## src/rtl/conv_stream_engine_if.sv

```systemverilog
// Output pixel stream of the convolution engine.
// Handshake: a pixel transfers on a rising clk edge where out_valid && out_ready.
// Once out_valid rises, out_data/out_row/out_col hold steady and out_valid stays
// high until that transfer; out_ready may change freely and never gates out_valid.
interface conv_stream_engine_if #(
   parameter int DATA_WIDTH = 8,
   parameter int COORD_W    = 3
);
   logic                  out_valid;
   logic                  out_ready;
   logic [DATA_WIDTH-1:0] out_data;
   logic [COORD_W-1:0]    out_row;
   logic [COORD_W-1:0]    out_col;

   modport master (output out_valid, output out_data, output out_row, output out_col,
                   input out_ready);
   modport slave  (input out_valid, input out_data, input out_row, input out_col,
                   output out_ready);
endinterface

```

## src/rtl/conv_stream_engine.sv

```systemverilog
// Multi-channel 2-D convolution engine. For each output pixel it accumulates one
// input channel per cycle on top of the bias, then shifts, clamps (ReLU or signed
// saturation) and presents the pixel on a valid/ready stream in raster order.
// ifmap, weights and bias are read live and must stay stable for the whole frame.
module conv_stream_engine #(
   parameter int DATA_WIDTH  = 8,
   parameter int IFMAP_SIZE  = 8,
   parameter int KERNEL_SIZE = 3,
   parameter int IN_CH       = 2,
   parameter int STRIDE      = 1,
   parameter int PADDING     = 1,
   parameter int ACC_WIDTH   = 24,
   parameter int OUT_SHIFT   = 0
) (
   input  logic                   clk,
   input  logic                   reset_n,
   input  logic                   start,
   input  logic                   relu_en,
   input  logic [IN_CH-1:0][IFMAP_SIZE-1:0][IFMAP_SIZE-1:0][DATA_WIDTH-1:0] ifmap,
   input  logic [IN_CH-1:0][KERNEL_SIZE-1:0][KERNEL_SIZE-1:0][DATA_WIDTH-1:0] weights,
   input  logic signed [ACC_WIDTH-1:0] bias,
   conv_stream_engine_if.master    out_if,
   output logic                   busy,
   output logic                   done,
   output logic [1:0]             dbg_state
);
   localparam int OFMAP_SIZE = (IFMAP_SIZE + 2*PADDING - KERNEL_SIZE) / STRIDE + 1;
   localparam int COORD_W    = (OFMAP_SIZE > 1) ? $clog2(OFMAP_SIZE) : 1;
   localparam int CH_W       = (IN_CH > 1) ? $clog2(IN_CH) : 1;
   localparam int PIX_IW     = (IFMAP_SIZE > 1) ? $clog2(IFMAP_SIZE) : 1;
   localparam int K_IW       = (KERNEL_SIZE > 1) ? $clog2(KERNEL_SIZE) : 1;
   localparam int PROD_W     = 2*DATA_WIDTH + 1;

   localparam logic [CH_W-1:0]    LAST_CH = CH_W'(IN_CH - 1);
   localparam logic [COORD_W-1:0] LAST_RC = COORD_W'(OFMAP_SIZE - 1);

   // Clamp limits expressed at accumulator width.
   localparam logic signed [ACC_WIDTH-1:0] U_MAX =
      {{(ACC_WIDTH-DATA_WIDTH){1'b0}}, {DATA_WIDTH{1'b1}}};
   localparam logic signed [ACC_WIDTH-1:0] S_MAX =
      {{(ACC_WIDTH-DATA_WIDTH+1){1'b0}}, {(DATA_WIDTH-1){1'b1}}};
   localparam logic signed [ACC_WIDTH-1:0] S_MIN =
      {{(ACC_WIDTH-DATA_WIDTH+1){1'b1}}, {(DATA_WIDTH-1){1'b0}}};

   typedef enum logic [1:0] {IDLE, ACCUM, OUTPUT, DONE} state_t;

   state_t                      state, state_next;
   logic signed [ACC_WIDTH-1:0] acc;
   logic signed [ACC_WIDTH-1:0] mac;
   logic signed [ACC_WIDTH-1:0] acc_sum;
   logic [CH_W-1:0]             ch;
   logic [COORD_W-1:0]          row, col;
   logic                        relu_q;
   logic [DATA_WIDTH-1:0]       data_q;
   logic                        valid_q;
   logic                        hs;
   logic                        last_pix;

   // Shift, then clamp either to [0, 2^DW-1] (ReLU) or to the signed DW range.
   function automatic logic [DATA_WIDTH-1:0] clamp_pix(input logic signed [ACC_WIDTH-1:0] a,
                                                       input logic relu);
      logic signed [ACC_WIDTH-1:0] s;
      s = a >>> OUT_SHIFT;
      clamp_pix = s[DATA_WIDTH-1:0];
      if (relu) begin
         if (s[ACC_WIDTH-1])  clamp_pix = '0;
         else if (s > U_MAX)  clamp_pix = '1;
      end else begin
         if (s < S_MIN)       clamp_pix = {1'b1, {(DATA_WIDTH-1){1'b0}}};
         else if (s > S_MAX)  clamp_pix = {1'b0, {(DATA_WIDTH-1){1'b1}}};
      end
   endfunction

   assign hs       = valid_q && out_if.out_ready;
   assign last_pix = (row == LAST_RC) && (col == LAST_RC);
   assign acc_sum  = acc + mac;

   // Window MAC of channel ch at the current output position; padding reads as zero.
   always_comb begin
      mac = '0;
      for (int i = 0; i < KERNEL_SIZE; i++) begin
         for (int j = 0; j < KERNEL_SIZE; j++) begin
            int                        tr, tc;
            logic signed [PROD_W-1:0]  pix_x, wgt_x, prod;
            logic [DATA_WIDTH-1:0]     w;
            tr    = int'(row) * STRIDE + i - PADDING;
            tc    = int'(col) * STRIDE + j - PADDING;
            w     = weights[ch][K_IW'(i)][K_IW'(j)];
            wgt_x = {{(DATA_WIDTH+1){w[DATA_WIDTH-1]}}, w};
            pix_x = '0;
            if (tr >= 0 && tr < IFMAP_SIZE && tc >= 0 && tc < IFMAP_SIZE)
               pix_x = {{(DATA_WIDTH+1){1'b0}}, ifmap[ch][PIX_IW'(tr)][PIX_IW'(tc)]};
            prod = pix_x * wgt_x;
            mac  = mac + {{(ACC_WIDTH-PROD_W){prod[PROD_W-1]}}, prod};
         end
      end
   end

   // FSM state register.
   always_ff @(posedge clk or negedge reset_n) begin
      if (!reset_n) state <= IDLE;
      else          state <= state_next;
   end

   // FSM next-state logic.
   always_comb begin
      state_next = state;
      case (state)
         IDLE:    if (start) state_next = ACCUM;
         ACCUM:   if (ch == LAST_CH) state_next = OUTPUT;
         OUTPUT:  if (hs) state_next = last_pix ? DONE : ACCUM;
         DONE:    state_next = IDLE;
         default: state_next = IDLE;
      endcase
   end

   // Datapath: accumulator, channel/pixel counters, latched mode and output pixel.
   always_ff @(posedge clk or negedge reset_n) begin
      if (!reset_n) begin
         acc    <= '0;
         ch     <= '0;
         row    <= '0;
         col    <= '0;
         relu_q <= 1'b0;
         data_q <= '0;
      end else begin
         case (state)
            IDLE: if (start) begin
               acc    <= bias;
               ch     <= '0;
               row    <= '0;
               col    <= '0;
               relu_q <= relu_en;
            end
            ACCUM: begin
               acc <= acc_sum;
               ch  <= ch + 1'b1;
               if (ch == LAST_CH) data_q <= clamp_pix(acc_sum, relu_q);
            end
            OUTPUT: if (hs && !last_pix) begin
               acc <= bias;
               ch  <= '0;
               if (col == LAST_RC) begin
                  col <= '0;
                  row <= row + 1'b1;
               end else begin
                  col <= col + 1'b1;
               end
            end
            default: ;
         endcase
      end
   end

   // Registered status flags, derived from the state being entered.
   always_ff @(posedge clk or negedge reset_n) begin
      if (!reset_n) begin
         valid_q <= 1'b0;
         busy    <= 1'b0;
         done    <= 1'b0;
      end else begin
         valid_q <= (state_next == OUTPUT);
         busy    <= (state_next == ACCUM) || (state_next == OUTPUT);
         done    <= (state_next == DONE);
      end
   end

   assign out_if.out_valid = valid_q;
   assign out_if.out_data  = data_q;
   assign out_if.out_row   = row;
   assign out_if.out_col   = col;
   assign dbg_state        = state;
endmodule

```

## src/flat_wrapper.sv

```systemverilog
// flat-port wrapper written by rule: the top's interface ports become plain ports
module conv_stream_engine_flat 
#(
   parameter int DATA_WIDTH  = 8,
   parameter int IFMAP_SIZE  = 8,
   parameter int KERNEL_SIZE = 3,
   parameter int IN_CH       = 2,
   parameter int STRIDE      = 1,
   parameter int PADDING     = 1,
   parameter int ACC_WIDTH   = 24,
   parameter int OUT_SHIFT   = 0
)
  (clk, reset_n, start, relu_en, ifmap, weights, bias, busy, done, dbg_state, out_if_out_valid, out_if_out_data, out_if_out_row, out_if_out_col, out_if_out_ready);
  conv_stream_engine_if #(.DATA_WIDTH(DATA_WIDTH), .COORD_W(3)) out_if_i ();
  input  logic clk;
  input  logic reset_n;
  input  logic start;
  input  logic relu_en;
  input  logic [IN_CH-1:0][IFMAP_SIZE-1:0][IFMAP_SIZE-1:0][DATA_WIDTH-1:0] ifmap;
  input  logic [IN_CH-1:0][KERNEL_SIZE-1:0][KERNEL_SIZE-1:0][DATA_WIDTH-1:0] weights;
  input  logic signed [ACC_WIDTH-1:0] bias;
  output logic busy;
  output logic done;
  output logic [1:0] dbg_state;
  output wire logic [$bits(out_if_i.out_valid)-1:0] out_if_out_valid;
  output wire logic [$bits(out_if_i.out_data)-1:0] out_if_out_data;
  output wire logic [$bits(out_if_i.out_row)-1:0] out_if_out_row;
  output wire logic [$bits(out_if_i.out_col)-1:0] out_if_out_col;
  input wire logic [$bits(out_if_i.out_ready)-1:0] out_if_out_ready;
  assign out_if_out_valid = out_if_i.out_valid;
  assign out_if_out_data = out_if_i.out_data;
  assign out_if_out_row = out_if_i.out_row;
  assign out_if_out_col = out_if_i.out_col;
  assign out_if_i.out_ready = out_if_out_ready;
  conv_stream_engine #(.DATA_WIDTH(DATA_WIDTH), .IFMAP_SIZE(IFMAP_SIZE), .KERNEL_SIZE(KERNEL_SIZE), .IN_CH(IN_CH), .STRIDE(STRIDE), .PADDING(PADDING), .ACC_WIDTH(ACC_WIDTH), .OUT_SHIFT(OUT_SHIFT)) u_core (.clk(clk), .reset_n(reset_n), .start(start), .relu_en(relu_en), .ifmap(ifmap), .weights(weights), .bias(bias), .out_if(out_if_i), .busy(busy), .done(done), .dbg_state(dbg_state));
endmodule
```

## config.mk

```make
export PLATFORM = sky130hd
export DESIGN_NAME = conv_stream_engine_flat
export DESIGN_NICKNAME = d
export VERILOG_FILES = /design/src/rtl/conv_stream_engine_if.sv /design/src/rtl/conv_stream_engine.sv /design/src/flat_wrapper.sv
export SDC_FILE = /design/constraint.sdc
export NUM_CORES = 1
export LEC_CHECK = 0
export CAP_MARGIN = 25
export CORE_AREA = 2 2 470 472
export CTS_BUF_LIST = sky130_fd_sc_hd__clkbuf_16
export DETAILED_ROUTE_END_ITERATION = 16
export DIE_AREA = 0 0 472 474
export SYNTH_ARGS = -nofsm -noshare
export SYNTH_HDL_FRONTEND = slang
export SYNTH_SLANG_ARGS = --single-unit
```

## constraint.sdc

```tcl
create_clock -name clk -period 4.5 [get_ports clk]
set_input_delay 0.9 -clock clk [delete_from_list [all_inputs] [get_ports clk]]
set_output_delay 0.9 -clock clk [all_outputs]
set_load 0.01 [all_outputs]
```

==> results by group <==
Outcome
  • Outcome: complete, no violations

Logic synthesis
  • Compound-gate portion of the synthesized area: 17.4%
  • Synth top cells by count: dfrtp_1 (12), buf_4 (9), nand2_1 (9), ha_1 (6), o21ai_0 (6)
  • EDFF count, synth: 0
  • Post-synthesis register bit count: 12
  • Mux contribution to synthesized area: 0%
  • Register area share after synthesis: 40.1%
  • Fraction of the mapped netlist area in adder cells: 10.0%
  • Mapped Area: 748 um2
  • Syn Inst Count: 77
  • Total of warnings raised by yosys: 0
  • Biggest area consumer among synthesized cells: dfrtp_1
  • Synth area leaders: dfrtp_1 (40%), ha_1 (10%), buf_4 (9.0%)
  • Synth top area share: 40.1%
  • Synth Area in XOR/XNOR: 1.17%
  • Synth Area in Simple Gates: 18.4%
  • Main flop type after synthesis: dfrtp_1
  • Synth unique cells: 28
  • Most frequent cell after synthesis: dfrtp_1
  • Largest family of logic cells by synthesized area: simple AND/OR/NAND/NOR gates
  • Async set-or-reset flop fraction in the synthesized netlist: 100%
  • Syn_area_per_cell: 9.72 um2

Run
  • Max_cap viols: 0

Routing
  • Vias: 593
  • 1st-iter DRT viols: 28
  • Routed vias/inst: 0.200
  • First-pass DRT Iterations: 4
  • Antenna-violating nets left: 0
  • Routed len/inst: 0.950 um
  • Routed WL: 2820 um
  • Drc violations: 0

Placed design
  • # port buffers: 14
  • Dpl ws: 1940 ps
  • Final GP Congestion: 0.546
  • Post-DP HPWL: 2450 um

Critical path
  • Worst path cell trace: clkdlybuf4s50_1
  • Crit. End Element: primary output
  • Critical path's slowest cell: clkdlybuf4s50_1
  • CP Data Arrival Time: 1710 ps
  • Critical Path Source Type: register
  • Kind of critical path: register to primary output
  • Cell family with most CP delay: buffers and inverters
  • Largest fanout on the critical path: 14
  • Worst path max stage delay: 890 ps
  • Data required time of the worst path: 3600 ps
  • CP Buf/Inv Count: 1

STA
  • Fin crit period: 2610 ps
  • Slew headroom: 60.9%
  • Fin. Hold Viols: 0
  • Post-route setup slack: 1890 ps
  • RSZ-0062 raised after global routing: no
  • Clock Skew: 2.34 ps
  • # setup viols final: 0
  • Least-Margin Pin Slew: 587 ps
  • Pins Over Slew Limit: 0
  • Hold slack: 565 ps
  • Tcrit/Tclk final: 58.1%
  • Fmax: 382 MHz
  • Total negative slack: 0 ps

Power and ir drop
  • Total power: 0.621 mW
  • VDD IR max: 0.150 mV
  • Pwr Density: 138 mW/mm2
  • Leakage: 0.452 nW

Cells and area
  • Nets@finish: 1295
  • N_diodes: 0
  • Final Core Density: 2.06%
  • Area delta synth->final: 503%
  • Layout cells sized above 1: 8.79%

Die
  • Ports: 1216
  • Row count: 172
  • Initial core utilization: 0.342%
  • Die footprint: 0.224 mm2
  • Die height: 474 um
  • Core area: 0.219 mm2
  • Chip Width: 472 um

CTS
  • PostCTS Resize Cnt: 0
  • Post-CTS Setup Bufs: 0
  • Clk_lat worst skew: 240 ps
  • TritonCTS clock tree: built
  • Worst-path clk slew: 40 ps
  • Clock Tree Buf Depth: 2
  • Clk root buf: clkbuf_16
  • Htree depth: 1
  • Hold buffer count at CTS: 0
  • CTS Buf Count: 3
  • Clock sinks: 12

GRT
  • Number of global-route vias before repair: 553
  • Remaining Overflow, GRT: 0
  • Largest net degree at the start of global routing: 20
  • First-pass GRT wire length: 3750 um
  • Initial antenna violation count: 0
  • Global Route Usage Sum: 0.239%

Hold path
  • Hold Crit Class: register to register
[per-layer routing]
metal / up-vias / global-route usage [%] / wire length, um
li1: 286 / - / -
met1: 298 / 0.149 / 699
met2: 5 / 0.618 / 2050
met3: 4 / 0.0172 / 22
met4: 0 / 0.0861 / 42
met5: - / 0 / 0
[placed cells by master (no fill, tap or decap), types with 3 or more instances in the layout]
master,synthesis,routed
clkbuf_16,0,3
clkdlybuf4s50_1,0,14
conb_1,1,8
dfrtp_1,12,12
ha_1,6,6
inv_1,4,4
nand2_1,9,9
nand3_1,4,4
o211ai_1,3,3
o21ai_0,6,6
[path summary, 6_finish.rpt]
path | startpoint | to | slack [ps] | cells after the start
min | u_core.out_if.out_col[2] | u_core.out_if.out_col[2] | 560 | 1
min in group asynchronous | reset_n | u_core.out_if.out_col[0] | 1030 | 1
min reg2reg | u_core.out_if.out_col[2] | u_core.out_if.out_col[2] | 560 | 1
max | u_core.dbg_state[0] | dbg_state[0] | 1890 | 1
max in group asynchronous | reset_n | u_core.out_if.out_row[0] | 3100 | 1
max reg2reg | u_core.out_if.out_col[0] | u_core.busy | 2490 | 6
[kinds of logic after synthesis]
| group | after synthesis |
|---|---|
| AND/OR/NAND/NOR | 24 |
| AO/OA/AOI/OAI | 18 |
| buffers and inverters | 15 |
| flip-flops | 12 |
| adder cells (fa/ha/maj) | 6 |
| XOR/XNOR | 1 |
| other | 1 |
[per-stage QoR]
step                instances  cell area, um2
finish                   2962            4510
global route             2962            4510
CTS                      2962            4510
detailed placement       2958            4430
global placement         2958            4430
floorplan                  84             774
[sequential cells by signal, summed over array words and instances (netlist names)]
name,cells
u_core.done,1
u_core.dbg_state,2
u_core.busy,1
u_core.out_if.out_valid,1
u_core.out_if.out_row,3
u_core.ch,1
u_core.out_if.out_col,3
[report_power, final]
group	switching (mW)	internal, mW
Combinational	0.137	0.111
Clock	0.0447	0.117
Sequential	0.0642	0.148
Total	0.245	0.375
[area by class of cell]
type / instances / area (um2)
repair buffers: 14 / 140
inverters: 4 / 15.0
multi-input cells: 57 / 382
clock buffers: 3 / 75.1
fillers: 26200 / 214000
flip-flops and latches: 12 / 300
well taps: 2871 / 3590
clock inverters: 1 / 3.75
(Power assumes the default switching activity.)
